$ cat src/rtl/fifo_write_arbiter_pkg.sv
// Shared definitions for the FIFO write arbiter: FSM encoding and default word width.
package fifo_write_arbiter_pkg;

  typedef enum logic {
    ST_IDLE  = 1'b0,
    ST_BURST = 1'b1
  } arb_state_e;

  localparam int unsigned FIFO_DATA_WIDTH = 16;
  localparam int unsigned CNT_W           = 4;

endpackage

$ cat src/rtl/fifo_write_arbiter_rr_priority_pick.sv
// Circular first-one finder: lowest requesting index at or after ptr_i, wrapping around.
module rr_priority_pick #(
  parameter int unsigned N     = 4,
  parameter int unsigned PTR_W = 2
) (
  input  logic [N-1:0]     req_i,
  input  logic [PTR_W-1:0] ptr_i,
  output logic [N-1:0]     gnt_o,
  output logic [PTR_W-1:0] idx_o,
  output logic             any_o
);

  always_comb begin
    int unsigned slot;
    gnt_o = '0;
    idx_o = '0;
    any_o = 1'b0;
    slot  = 0;
    for (int unsigned k = 0; k < N; k++) begin
      slot = (32'(ptr_i) + k) % N;
      if (!any_o && req_i[slot]) begin
        gnt_o[slot] = 1'b1;
        idx_o       = PTR_W'(slot);
        any_o       = 1'b1;
      end
    end
  end

endmodule

$ cat src/rtl/fifo_write_arbiter.sv
// Round-robin arbiter sharing one FIFO write port among N_REQ producers.
// Define FIFO_ARB_BURST_EN to allow up to BURST_LEN words per grant; otherwise one word per grant.
module fifo_write_arbiter
  import fifo_write_arbiter_pkg::*;
#(
  parameter int unsigned N_REQ      = 4,
  parameter int unsigned DATA_WIDTH = FIFO_DATA_WIDTH,
  parameter int unsigned BURST_LEN  = 4
) (
  input  logic                        Clk_In,
  input  logic                        Reset_N_In,
  input  logic [N_REQ-1:0]            Req_In,
  input  logic [N_REQ*DATA_WIDTH-1:0] Data_In,
  output logic [N_REQ-1:0]            Ack_Out,
  output logic [N_REQ-1:0]            Grant_Out,
  input  logic                        FIFO_Full_In,
  output logic                        FIFO_Write_Enable_Out,
  output logic [DATA_WIDTH-1:0]       FIFO_Data_Out
);

  localparam int unsigned PTR_W = $clog2(N_REQ);

  if (N_REQ < 2 || N_REQ > 8 || BURST_LEN < 1 || BURST_LEN > 15) begin : g_param_check
    $error("fifo_write_arbiter: N_REQ or BURST_LEN out of range");
  end

  arb_state_e            state_q, state_d;
  logic [PTR_W-1:0]      ptr_q, ptr_d;
  logic [PTR_W-1:0]      owner_q, owner_d;
  logic [N_REQ-1:0]      grant_q, grant_d;
  logic [N_REQ-1:0]      ack_q, ack_d;
  logic                  we_q, we_d;
  logic [DATA_WIDTH-1:0] data_q, data_d;

  logic [N_REQ-1:0]      pick_gnt;
  logic [PTR_W-1:0]      pick_idx;
  logic                  pick_any;
  logic                  owner_req;
  logic                  burst_done;
  logic [PTR_W-1:0]      ptr_after_owner;

  rr_priority_pick #(
    .N     (N_REQ),
    .PTR_W (PTR_W)
  ) u_pick (
    .req_i (Req_In),
    .ptr_i (ptr_q),
    .gnt_o (pick_gnt),
    .idx_o (pick_idx),
    .any_o (pick_any)
  );

  assign owner_req       = Req_In[owner_q];
  assign ptr_after_owner = (owner_q == PTR_W'(N_REQ - 1)) ? '0 : owner_q + 1'b1;

`ifdef FIFO_ARB_BURST_EN
  logic [CNT_W-1:0] cnt_q, cnt_d;

  // A dropped request ends the burst even if the FIFO is full; full only stalls a live owner.
  assign burst_done = !owner_req || (cnt_q == CNT_W'(BURST_LEN));
`else
  assign burst_done = 1'b1;
`endif

  always_comb begin
    state_d = state_q;
    ptr_d   = ptr_q;
    owner_d = owner_q;
    grant_d = grant_q;
    ack_d   = '0;
    we_d    = 1'b0;
    data_d  = data_q;
`ifdef FIFO_ARB_BURST_EN
    cnt_d   = cnt_q;
`endif
    unique case (state_q)
      ST_IDLE: begin
        if (!FIFO_Full_In && pick_any) begin
          owner_d = pick_idx;
          grant_d = pick_gnt;
          ack_d   = pick_gnt;
          we_d    = 1'b1;
          data_d  = Data_In[pick_idx*DATA_WIDTH +: DATA_WIDTH];
          state_d = ST_BURST;
`ifdef FIFO_ARB_BURST_EN
          cnt_d   = CNT_W'(1);
`endif
        end
      end
      ST_BURST: begin
        if (burst_done) begin
          grant_d = '0;
          ptr_d   = ptr_after_owner;
          state_d = ST_IDLE;
        end else if (!FIFO_Full_In) begin
          ack_d   = grant_q;
          we_d    = 1'b1;
          data_d  = Data_In[owner_q*DATA_WIDTH +: DATA_WIDTH];
`ifdef FIFO_ARB_BURST_EN
          cnt_d   = cnt_q + 1'b1;
`endif
        end
      end
      default: state_d = ST_IDLE;
    endcase
  end

  always_ff @(posedge Clk_In or negedge Reset_N_In) begin
    if (!Reset_N_In) begin
      state_q <= ST_IDLE;
      ptr_q   <= '0;
      owner_q <= '0;
      grant_q <= '0;
      ack_q   <= '0;
      we_q    <= 1'b0;
      data_q  <= '0;
`ifdef FIFO_ARB_BURST_EN
      cnt_q   <= '0;
`endif
    end else begin
      state_q <= state_d;
      ptr_q   <= ptr_d;
      owner_q <= owner_d;
      grant_q <= grant_d;
      ack_q   <= ack_d;
      we_q    <= we_d;
      data_q  <= data_d;
`ifdef FIFO_ARB_BURST_EN
      cnt_q   <= cnt_d;
`endif
    end
  end

  assign Ack_Out               = ack_q;
  assign Grant_Out             = grant_q;
  assign FIFO_Write_Enable_Out = we_q;
  assign FIFO_Data_Out         = data_q;

endmodule
$ cat config.mk
export PLATFORM = sky130hd
export DESIGN_NAME = fifo_write_arbiter
export DESIGN_NICKNAME = d
export VERILOG_FILES = /design/src/rtl/fifo_write_arbiter_pkg.sv /design/src/rtl/fifo_write_arbiter_rr_priority_pick.sv /design/src/rtl/fifo_write_arbiter.sv
export SDC_FILE = /design/constraint.sdc
export NUM_CORES = 1
export LEC_CHECK = 0
export ABC_AREA = 1
export CAP_MARGIN = 25
export CORE_MARGIN = 2
export CORE_UTILIZATION = 47
export DETAILED_ROUTE_END_ITERATION = 8
export PLACE_DENSITY = 0.91
export SLEW_MARGIN = 20
export SYNTH_ARGS = -nofsm -noshare
export SYNTH_HDL_FRONTEND = slang
export SYNTH_SLANG_ARGS = --single-unit
export TNS_END_PERCENT = 30
$ cat constraint.sdc
create_clock -name Clk_In -period 3.7 [get_ports Clk_In]
set_input_delay 0.74 -clock Clk_In [delete_from_list [all_inputs] [get_ports Clk_In]]
set_output_delay 0.74 -clock Clk_In [all_outputs]
set_load 0.005 [all_outputs]
==> results of run 1 <==
logic make-up after synthesis:
group	Yosys count	synth area share, %
AO/OA/AOI/OAI	17	4.19
adder cells (fa/ha/maj)	9	4.71
buffers and inverters	78	14.8
flip-flops	29	30.4
AND/OR/NAND/NOR	210	45.9
where the power goes:
part,total (mW),internal (mW),leakage [nW],switching [mW]
clock network,0.256,0.130,0.0439,0.127
logic,2.10,0.838,1.37,1.26
registers,0.598,0.473,0.367,0.124
worst max-delay path by stage:
| stage | start | end | slack (ps) | depth (start not counted) |
|---|---|---|---|---|
| final | ptr_q[0] | FIFO_Data_Out[3] | 670 | 11 |
| after global routing | ptr_q[0] | FIFO_Data_Out[3] | 420 | 11 |
| after CTS | ptr_q[0] | FIFO_Data_Out[3] | 720 | 11 |
| after detailed placement | Req_In[3] | FIFO_Data_Out[3] | 590 | 11 |
| after global placement | Req_In[3] | FIFO_Data_Out[3] | 660 | 11 |
| after floorplan | ptr_q[0] | FIFO_Data_Out[10] | 1540 | 13 |
area by class of cell:
class | instances | area (um2) | share of cell area (%)
clock buffer | 5 | 68.8 | 2.01
clock inverter | 3 | 17.5 | 0.511
inverter | 67 | 267 | 7.77
multi-input combinational | 236 | 1310 | 38.2
sequential | 29 | 726 | 21.2
tap | 67 | 83.8 | 2.44
timing repair buffer | 96 | 958 | 27.9
worst min-delay path: stages, from the launching register on:
cell and delay, ps:
dfrtp_1 350, nand2_1 50, nand2_1 50
cell usage in the layout, fill, tap and decap left out, drive strengths merged:
master           n
o21ai            6
a21oi            5
a21boi           1
a22oi            4
buf              1
nand3           61
nand4           15
inv             65
dfrtp           29
nor2             4
o31ai            1
nand2          108
ha               9
clkinv           4
or2             22
clkbuf           5
clkinvlp         1
clkdlybuf4s50   95
sequential cells by signal, indices dropped and copies added (netlist names):
name and count:
ptr_q 2, FIFO_Data_Out 16, Ack_Out 4, owner_q 2
FIFO_Write_Enable_Out 1, Grant_Out 4
synth_stat cells (all sizes together):
master and number:
ha 9, or2 22, buf 11, inv 65
nand3 61, o31ai 1, o21ai 6, dfrtp 29
nor2 4, nand2 108, nand4 15, a21boi 1
a22oi 4, clkinv 2, a21oi 5
per-layer routing:
layer  global-route usage [%]  up-vias  share of wire (%)  wire length [um]
li1                         -     1262                  -                 -
met5                        0        -                  0                 0
met3                     4.76       12                7.4               496
met1                     30.9     1139                 43              2850
met4                     4.29        0                1.3                87
met2                     39.9      125                 49              3250
through the flow:
step | area, um2 | instances | worst slack (ps) | total power, mW | hold WS (ps)
finish | 3430 | 503 | 667 | 2.96 | 481
global route | 3430 | 503 | 421 | 3.23 | 505
CTS | 3430 | 503 | 719 | 2.95 | 486
detailed placement | 3340 | 495 | 586 | 2.67 | 469
global placement | 3340 | 495 | 658 | 2.61 | 466
floorplan | 2390 | 343 | 1540 | 2.16 | 444
==> results list, run 1 <==
* Run status: finished, final reports clean
- Summed over all layers, the global routing overflow is 0.
- Routed length per placed instance: 13.3 um
- Max-Slew Margin vs Limit: between 60% and 70%
- Slew at the pin with the worst max-slew slack: 555 ps
* Peak ir drop on the vdd network: 566 uV
* Sum of negative setup slack: 0 ps
* Hold Buf Count CTS: 0
* Hold Path Depth: 2
- Mean instance size in the synthesized netlist: 6.96 um2
* DR DRC count: 0
- The critical path in this run is classified as reg2reg.
- Combined global-route utilization of all metal layers: 23.3%
- Max-cap viol count: 0
* Proportion of synthesized chip area in sequential cells: a little under a third
- Top cell type's share of synthesized area: 30.4%
* Final core occ: 71.2%
- Input and output buffers added on the ports amount to 95.
- Count of yosys warnings during synthesis: 0
* Crit path capture type: flop
- Critical path peak fanout: 51
- Height of the chip: 75.3 um
- Once detail routing completed, the nets flagged for antenna violations numbered 0.
- Largest area contributor in the synthesized netlist: dfrtp_1
* Register clock-pin slew on the reported worst setup and hold paths: 70 ps
* Final worst path period share: between 80 and 90%
- Post-cts repair resize count: 0
* Time the worst path needs with I/O delays and setup: 3030 ps
* Number of buffers inserted to repair setup after CTS: 0
- Summed over all nets, the half-perimeter wirelength after detailed placement is 4.92 mm.
- The die is ~75 um wide.
- Top area cells in the synthesized netlist: dfrtp_1 30%, nand2_1 15%, nand3_1 11%
- Counting both buffers and inverters, the worst setup path holds a total of 2.
* Global-route wire length before repair: 10.3 mm
- Summing every instance area after synthesis gives 0.00239 mm2.
- At the worst endpoint, the required time is 3860 ps.
- Worst min-delay path class: reg2reg
- The routed layout has 2,538 vias.
- H-tree levels: 2
* Via-per-instance ratio: around 5.0
- # rows: 25
- Traced cell by cell, the critical path runs through inv_8 -> ha_1 -> inv_1 -> nand3_1 -> nand2_1 -> a21oi_1 -> nand2_2 -> nand3_4 -> or2_2 -> nand3_1 -> nand3_1.
- Die Outline Area: approximately 0.0057 mm2
- Distinct cells, synth: 29
- Clock buffer count from CTS: 5
- The repair_antennas step left the layout with diodes totalling 0.
- Violation count after the first detailed-route iteration: 170
- Slowest-stage cell, CP: dfrtp_1
* Worst Hold Path EP: FIFO_Data_Out[0]
* Total of flip-flops plus latches after synthesis: 29
- FILL cells: between 300 and 400
- In this design, the critical path's most frequently occurring cell is nand3_1.
- Counting cells, the worst reg-to-reg path comes to 11.
- The number of slew-limit violations in the final report is 0.
- Achievable clock frequency: 330 MHz
- Power density over the cells: roughly 860 mW/mm2
- Critical Path Source Type: flop
- Worst Path Arrival: 3190 ps
- The clock reaches the later pin of the worst-skew pair after 280 ps.
- Among cell families on the critical path, the largest total delay comes from simple AND/OR/NAND/NOR gates.
- Via count of the first global-routing pass: 2,344
- Syn Inst Count: around 340
- Final-stage net count: 515
- # setup viols final: 0
- The floorplan step defined a core boundary enclosing just under 0.005 mm2.
- The number of nets in the synthesized netlist is 423.
* Initial core utilization: 49.6%
- Setup repair after global routing left no endpoint under its margin.
- In this run the critical register-to-register path is launched from ptr_q[0].
* Total clock sinks: 29
* 1st-pass router iterations: 5
- CTS Buffer Depth: 2
- Share of cells above drive strength 1: 8.94%
* Launch point of the worst hold path: FIFO_Data_Out[0]
- Largest net degree at the start of global routing: 52
* Leak Pwr: 1.78 nW
- Number of top-level design ports: 96
* Number of antenna violations at the first check in global routing: 0
* Setup slack on the worst flop-to-flop path: 670 ps
- Across the routed clock network, the largest skew measured is 9.66 ps.
- Worst reg2reg path endpoint: FIFO_Data_Out[3]
* CP peak stage delay: 690 ps
- Clock tree from TritonCTS: done
* Global placer's final weighted congestion: 0.867
- Number of endpoints with negative hold slack in the final report: 0
* Detailed Route WL: 6.68 mm
- Clk root buf: clkbuf_8
- Compared with the post-synthesis result, the final layout area differs by 43.6%.
Power figures use the tool's default switching activity.
==> run 2: changes to the inputs <==
--- a/config.mk
+++ b/config.mk
@@ -8,9 +8,9 @@
 export ABC_AREA = 1
 export CAP_MARGIN = 25
 export CORE_MARGIN = 2
-export CORE_UTILIZATION = 47
+export CORE_UTILIZATION = 40
 export DETAILED_ROUTE_END_ITERATION = 8
-export PLACE_DENSITY = 0.91
+export PLACE_DENSITY = 0.83
 export SLEW_MARGIN = 20
 export SYNTH_ARGS = -nofsm -noshare
 export SYNTH_HDL_FRONTEND = slang
==> constraint.sdc (replaced) <==
create_clock -name Clk_In -period 2.6 [get_ports Clk_In]
set_input_delay 0.52 -clock Clk_In [delete_from_list [all_inputs] [get_ports Clk_In]]
set_output_delay 0.52 -clock Clk_In [all_outputs]
set_load 0.005 [all_outputs]
==> run 2 against run 1 <==
  * Core utilization decreased by 11 points
  * Hold slack improved by 14 ps
  * First-iteration DRC count decreased by 9.4%
  * Flip-flop and latch count unchanged
  * Largest cell class unchanged
  * Largest power group unchanged
  * Register-to-register slack got worse by 360 ps
==> results list, run 2 (same netlist as run 1, synthesis figures left out) <==
* R2r startpoint: ptr_q[0] (unchanged)
* # setup viols final: 0 (unchanged)
- 1st-pass router iterations: 4 (was 5)
- Synthesis-to-finish area growth: 47.8% (was 43.6%)
- The count of vias placed by the detailed router was 2,483 (was 2,538).
- The setup total negative slack was 0 ps (unchanged).
- The post-route clock period utilization came to 88.2% (was 82.0%).
- Violation count after the first detailed-route iteration: 154 (was 170)
- The category of the critical setup timing path is reg2reg (unchanged).
* Final Max Slew Viols: 0 (unchanged)
* Achievable clock frequency: 436 MHz (was 330 MHz)
- The number of nets still failing antenna checks after routing is 0 (unchanged).
- The worst reg2reg path depth was 12 (was 11).
- The placement row count came to 28 (was 25).
* Core Region: 0.00585 mm2 (was 0.00482 mm2)
* Number of endpoints with negative hold slack in the final report: 0 (unchanged)
* Detailed Route WL: 6.26 mm (was 6.68 mm)
* Largest register FFs: 16 (unchanged)
- Clk root buf: clkbuf_8 (unchanged)
- Hold Buf Count CTS: 0 (unchanged)
- Global placer's final weighted congestion: 0.829 (was 0.867)
* Slew at the pin with the worst max-slew slack: 366 ps (was 555 ps)
- The global-route wire length before repair is 10.2 mm (was 10.3 mm).
* Clock tree from TritonCTS: done (unchanged)
* Total clock sinks: 29 (unchanged)
- The class of the tightest hold or removal check is reg2reg (unchanged).
* Initial core utilization: 40.8% (was 49.6%)
- The detailed-route wire length per cell came to 12.0 um (was 13.3 um).
* Hold Path Depth: 2 (unchanged)
- Required @ worst endpoint: 2760 ps (was 3860 ps)
- GRT overflow: 0 (unchanged)
* Launch point of the worst hold path: FIFO_Data_Out[14] (was FIFO_Data_Out[0])
- Worst Path Arrival: 2460 ps (was 3190 ps)
- Via-per-instance ratio: 4.77 (was 5.05)
- The total leakage power is 1.84 nW (was 1.78 nW).
* M3 GR Usage: 6.56% (was 4.76%)
- The critical register-to-register path endpoint was FIFO_Data_Out[13] (was FIFO_Data_Out[3]).
- The maximum vdd ir drop was 670 uV (was 566 uV).
- Share of cells above drive strength 1: 11.0% (was 8.94%)
* Count of placed standard cells including taps: 513 (was 495)
- The power per unit of standard cell area is 1250 mW/mm2 (was 862 mW/mm2).
- Combined global-route utilization of all metal layers: 19.9% (was 23.3%)
* Run status: finished, final reports clean (unchanged)
- Setup repair after global routing missed its margin: false (unchanged)
- Max-cap viol count: 0 (unchanged)
- The antenna diode count came to 0 (unchanged).
* Max-Slew Margin vs Limit: 75.6% (was 63.0%)
* Setup slack on the worst flop-to-flop path: 310 ps (was 670 ps)
- Crit path capture type: flop (unchanged)
- The initial antenna violation count came to 0 (unchanged).
- The largest net degree at the start of global routing came to 30 (was 52).
* Time the worst path needs with I/O delays and setup: 2290 ps (was 3030 ps)
- Die Outline Area: 0.00661 mm2 (was 0.00567 mm2)
- Number of buffers inserted to repair setup after CTS: 0 (unchanged)
* GR met1 Demand/Resource: 23.5% (was 30.9%)
- The final cell count without fillers is 521 (was 503).
- The critical-path maximum fanout was 15 (was 51).
- The net total in the final layout is 525 (was 515).
* Critical Path Source Type: flop (unchanged)
- The busiest metal layer after global routing is met2 (unchanged).
- The launch point of the critical path is ptr_q[0] (unchanged).
* Post-cts repair resize count: 0 (unchanged)
* Register clock-pin slew on the reported worst setup and hold paths: 60 ps (was 70 ps)
- The residual DRC count is 0 (unchanged).
- CTS Buffer Depth: 2 (unchanged)
- The overall die width is 81.3 um (was 75.3 um).
* H-tree levels: 2 (unchanged)
- Commonest cells after routing, fill and taps aside: 98 x nand2_1, 95 x clkdlybuf4s50_1, 61 x inv_1 (unchanged)
- DP Wirelength: 4.95 mm (was 4.92 mm)
- FILL cells: 516 (was 397)
- Number of top-level design ports: 96 (unchanged)
* Worst Hold Path EP: FIFO_Data_Out[14] (was FIFO_Data_Out[0])
- The total of buffers placed on input and output ports is 95 (unchanged).
- Height of the chip: 81.3 um (was 75.3 um)
- The latest clock arrival within the worst-skew pair came to 280 ps (about the same).
* Commonest non-fill, non-tap cell in the layout: nand2_1 (unchanged)
* Met2 GRT Util: 33.9% (was 39.9%)
- Via count of the first global-routing pass: 2,351 (was 2,344)
- The number of buffers added by the clock tree synthesis step is 5 (unchanged).
- The setup skew after layout is 3.86 ps (was 9.66 ps).
[run 2: metrics by stage]
stage	power, mW	hold slack [ps]	utilization [%]	area, um2	setup WS [ps]
floorplan	3.08	224	-	2390	438
global placement	3.91	471	58.6	3430	169
detailed placement	4.00	486	58.6	3430	91.5
CTS	4.44	500	60.4	3530	269
global route	4.87	523	60.4	3530	119
finish	4.41	495	60.4	3530	307
[run 2: final cells by class]
class	instances	area (um2)	share of cell area (%)
multi-input cells	236	1310	37.1
repair buffers	106	1030	29.3
flip-flops and latches	29	726	20.6
inverters	67	267	7.55
clock buffers	7	96.3	2.73
well taps	75	93.8	2.66
clock inverters	1	5.00	0.142
[run 2: worst max path at each step]
| stage | cells after the start | to | slack [ps] |
|---|---|---|---|
| 2_1_floorplan | 13 | FIFO_Data_Out[10] | 440 |
| 3_3_place_gp | 12 | FIFO_Data_Out[4] | 170 |
| 3_5_place_dp | 12 | FIFO_Data_Out[3] | 90 |
| 4_1_cts | 12 | FIFO_Data_Out[3] | 270 |
| 5_1_grt | 12 | FIFO_Data_Out[3] | 120 |
| 6_report | 12 | FIFO_Data_Out[13] | 310 |
[run 2: routing by layer]
| metal | wire length (um) | up-vias |
|---|---|---|
| met5 | 0 | - |
| met4 | 163 | 0 |
| met3 | 387 | 17 |
| met2 | 3160 | 86 |
| met1 | 2550 | 1102 |
| li1 | - | 1278 |
[run 2: report_power, final]
part           leakage, nW  internal [mW]  total (mW)  switching [mW]
sequential           0.367          0.675       0.814           0.140
combinational         1.42           1.33        3.18            1.85
clock               0.0542          0.239       0.415           0.176
[run 2: worst max-delay path: stages, from the launching register on]
cell     delay (ps)
dfrtp_1         440
inv_8            70
ha_1            380
inv_1           120
nand3_1          80
nand2_1         130
inv_1            90
nand3_4         120
nand3_4         150
buf_4           220
or2_1           210
nand3_1          80
nand3_1          70
==> run 3: changes to the inputs <==
--- a/config.mk
+++ b/config.mk
@@ -8,11 +8,13 @@
 export ABC_AREA = 1
 export CAP_MARGIN = 25
 export CORE_MARGIN = 2
-export CORE_UTILIZATION = 40
+export CORE_UTILIZATION = 39
+export CTS_CLUSTER_SIZE = 14
 export DETAILED_ROUTE_END_ITERATION = 8
-export PLACE_DENSITY = 0.83
+export PLACE_DENSITY = 0.82
 export SLEW_MARGIN = 20
 export SYNTH_ARGS = -nofsm -noshare
 export SYNTH_HDL_FRONTEND = slang
+export SYNTH_HIERARCHICAL = 1
 export SYNTH_SLANG_ARGS = --single-unit
 export TNS_END_PERCENT = 30
==> run 3 against run 2 <==
  * First-iteration DRC count down 1.9%
  * Largest power group unchanged
  * Core utilization is 0.069 points higher
  * Die area down 1.5%
  * Hold slack lost 17 ps
==> results list, run 3 <==
- The number of nets still failing antenna checks after routing came to 0 (unchanged).
* Area of the multi-input gates: 0.00120 mm2 (was 0.00131 mm2)
* Hold Buf Count CTS: 0 (unchanged)
- The synthesized instance count was 355 (was 343).
- Critical Path Source Type: flop (unchanged)
- The total leakage power is 1.79 nW (was 1.84 nW).
- Combined global-route utilization of all metal layers: 19.8% (was 19.9%)
* Via count of the first global-routing pass: 2,319 (was 2,351)
* Final instance count without filler cells: 524 (was 521)
* Post-synthesis net count: 432 (was 423)
- Net switching power: 2.16 mW (about the same)
* Initial core utilization: 40.9% (was 40.8%)
* Internal power: 2.20 mW (was 2.25 mW)
- Area taken by flip-flops and latches: 726 um2 (unchanged)
- The sequential power share came to 18.1% (was 18.5%).
* Critical path peak fanout: 33 (was 15)
- Routed length per placed instance: 11.4 um (was 12.0 um)
- Commonest cells after routing, fill and taps aside: 143 x nand2_1, 95 x clkdlybuf4s50_1, 58 x inv_1 (was 98 x nand2_1, 95 x clkdlybuf4s50_1, 61 x inv_1).
- The placement row count came to 27 (was 28).
- DR DRC count: 0 (unchanged)
* Detailed Route WL: 5.95 mm (was 6.26 mm)
- The number of cells in the design after placement came to 516 (was 513).
- H-tree levels: 2 (unchanged)
- Final antenna diode count: 0 (unchanged)
* Share of cells above drive strength 1: 8.41% (was 11.0%)
- The area of the die is 0.00651 mm2 (was 0.00661 mm2).
* CTS Buffer Depth: 2 (unchanged)
- Top area cells in the synthesized netlist: dfrtp_1 32%, nand2_1 23%, nand3_1 11% (was dfrtp_1 30%, nand2_1 15%, nand3_1 11%).
- Post-synthesis instance area: 0.00229 mm2 (was 0.00239 mm2)
* Final Max Slew Viols: 0 (unchanged)
* Clock share of power: 8.2% (was 9.4%)
- The cell with the most instances after synthesis is nand2_1 (unchanged).
- Violation count after the first detailed-route iteration: 151 (was 154)
- The share of the synthesized area in the top cell type is 31.7% (was 30.4%).
* Peak ir drop on the vdd network: 699 uV (was 670 uV)
- The net total in the final layout was 528 (was 525).
- DP Wirelength: 4.61 mm (was 4.95 mm)
* Largest area contributor in the synthesized netlist: dfrtp_1 (unchanged)
* Most used flip-flop cell after synthesis: dfrtp_1 (unchanged)
* Sum of negative setup slack: 0 ps (unchanged)
* Clock buffer count from CTS: 5 (unchanged)
* Final worst-path setup slack: 273 ps (was 307 ps)
- The minimum clock period after layout came to 2330 ps (was 2290 ps).
- Final core occ: 60.4% (about the same)
* Number of endpoints with negative hold slack in the final report: 0 (unchanged)
- Worst Path Arrival: 2480 ps (was 2460 ps)
- Type of the worst setup path: reg2reg (unchanged)
* Post-cts repair resize count: 0 (unchanged)
* Max-Slew Margin vs Limit: 72.9% (was 75.6%)
- # setup viols final: 0 (unchanged)
- Height of the chip: 80.7 um (was 81.3 um)
- Logic pwr share: 73.7% (was 72.1%)
- The distinct cell type count after synthesis was 22 (was 29).
- The library cell used as clock root buffer was clkbuf_8 (unchanged).
- The total of buffers placed on input and output ports was 95 (unchanged).
* Run status: finished, final reports clean (unchanged)
* Final worst path period share: 89.5% (was 88.2%)
- Total of flip-flops plus latches after synthesis: 29 (unchanged)
- The final weighted congestion in routability-driven placement was 0.996 (was 0.829).
* Register clock-pin slew on the reported worst setup and hold paths: 60 ps (about the same)
- Max-cap viol count: 0 (unchanged)
- Switching power as a share of total power: 49.5% (was 49.0%)
* Overall via count from detail_route: 2,504 (was 2,483)
* GRT overflow: 0 (unchanged)
- The post-CTS setup buffer count came to 0 (unchanged).
* Largest register FFs: 16 (unchanged)
- The worst hold margin is 477 ps (was 495 ps).
- Horizontal die dimension: 80.7 um (was 81.3 um)
* Post-Place Worst Slack: 38.5 ps (was 91.5 ps)
- The class of the tightest hold or removal check is reg2reg (unchanged).
- Via-per-instance ratio: 4.78 (was 4.77)
- The share of synthesized registers carrying an async set or reset was 100% (unchanged).
- Synthesis-to-finish area growth: 47.8% (about the same)
- The area of the placeable core was 0.00561 mm2 (was 0.00585 mm2).
- The global-route wire length before repair came to 10.2 mm (about the same).
- Setup repair after global routing missed its margin: false (unchanged).
- The synthesized area per cell is 6.46 um2 (was 6.96 um2).
- FILL cells: 536 (was 516)
- The power per unit of standard cell area is 1290 mW/mm2 (was 1250 mW/mm2).
* Synth cell count leaders: 143 x nand2_1, 58 x inv_1, 50 x nand3_1 (was 98 x nand2_1, 61 x inv_1, 54 x nand3_1)
- The first-pass iteration count of the detailed router came to 5 (was 4).
- The share of the yosys chip area belonging to registers was 31.7% (was 30.4%).
- The largest net degree at the start of global routing came to 34 (was 30).
- Count of flip-flops with a built-in enable after synthesis: 0 (unchanged)
- Achievable clock frequency: 430 MHz (was 436 MHz)
- Count of yosys warnings during synthesis: 6 (was 0)
- Number of top-level design ports: 96 (unchanged)
* Total clock sinks: 29 (unchanged)
- Clock latency at the later pin of the worst-skew pair: 280 ps (about the same)
- Slew at the pin with the worst max-slew slack: 405 ps (was 366 ps)
- The most common library cell in the layout ignoring fill and taps was nand2_1 (unchanged).
- Final setup skew: 7.07 ps (was 3.86 ps)
* Crit path capture type: flop (unchanged)
- Required @ worst endpoint: 2760 ps (about the same)
- The initial antenna violation count is 0 (unchanged).
* Clock tree from TritonCTS: done (unchanged)
[run 3: path summary, 6_finish.rpt]
check	startpoint	to	slack (ps)	cells after the start
worst max-delay path	ptr_q[0]	FIFO_Data_Out[10]	270	14
worst min-delay path	FIFO_Data_Out[11]	FIFO_Data_Out[11]	480	2
worst max register to register	ptr_q[0]	FIFO_Data_Out[10]	270	14
worst min register to register	FIFO_Data_Out[11]	FIFO_Data_Out[11]	480	2
max in group asynchronous	Reset_N_In	FIFO_Data_Out[10]	1700	2
min in group asynchronous	Reset_N_In	Grant_Out[1]	630	2
[run 3: layout make-up]
type | count | share of cell area, %
well taps | 72 | 2.66
inverters | 61 | 6.83
repair buffers | 104 | 31.2
multi-input cells | 250 | 35.6
clock buffers | 8 | 2.36
flip-flops and latches | 29 | 21.4
[run 3: power groups by stage]
stage | Sequential [mW] | Clock, mW | Combinational (mW)
3_5_place_dp | 0.796 | 0 | 3.21
5_1_grt | 0.814 | 0.385 | 3.66
2_1_floorplan | 0.824 | 0 | 2.24
4_1_cts | 0.790 | 0.364 | 3.22
6_report | 0.788 | 0.357 | 3.21
3_3_place_gp | 0.789 | 0 | 3.12
[run 3: kinds of logic after synthesis]
kind of cell	share of synthesized area (%)
buffers and inverters	15.8
adder cells (fa/ha/maj)	3.28
AO/OA/AOI/OAI	4.48
flip-flops	31.7
AND/OR/NAND/NOR	44.8
[run 3: routing by layer]
layer / GRT usage [%] / share of wire (%) / vias to the layer above / wire [um]
met4: 7.63 / 3.0 / 0 / 179
met1: 24.1 / 41 / 1093 / 2410
met2: 33.9 / 50 / 118 / 2950
li1: - / - / 1276 / -
met5: 0 / 0 / - / 0
met3: 4.38 / 6.8 / 17 / 405
[run 3: metrics by stage]
step / power (mW) / instance area [um2]
6_report: 4.36 / 3390
5_1_grt: 4.86 / 3390
4_1_cts: 4.38 / 3390
3_5_place_dp: 4.01 / 3310
3_3_place_gp: 3.91 / 3310
2_1_floorplan: 3.07 / 2290
[run 3: worst max-delay path, cell delays in order, from the launching register on]
cell     delay, ps
dfrtp_1        360
inv_2          110
ha_1           380
inv_1          100
nand3_1         90
nand2_1         60
nor2_1         280
a21oi_1        110
nand3_1        190
inv_2           70
buf_12         170
nand2_1         70
nand2_1         50
nand3_1         80
nand3_1         80
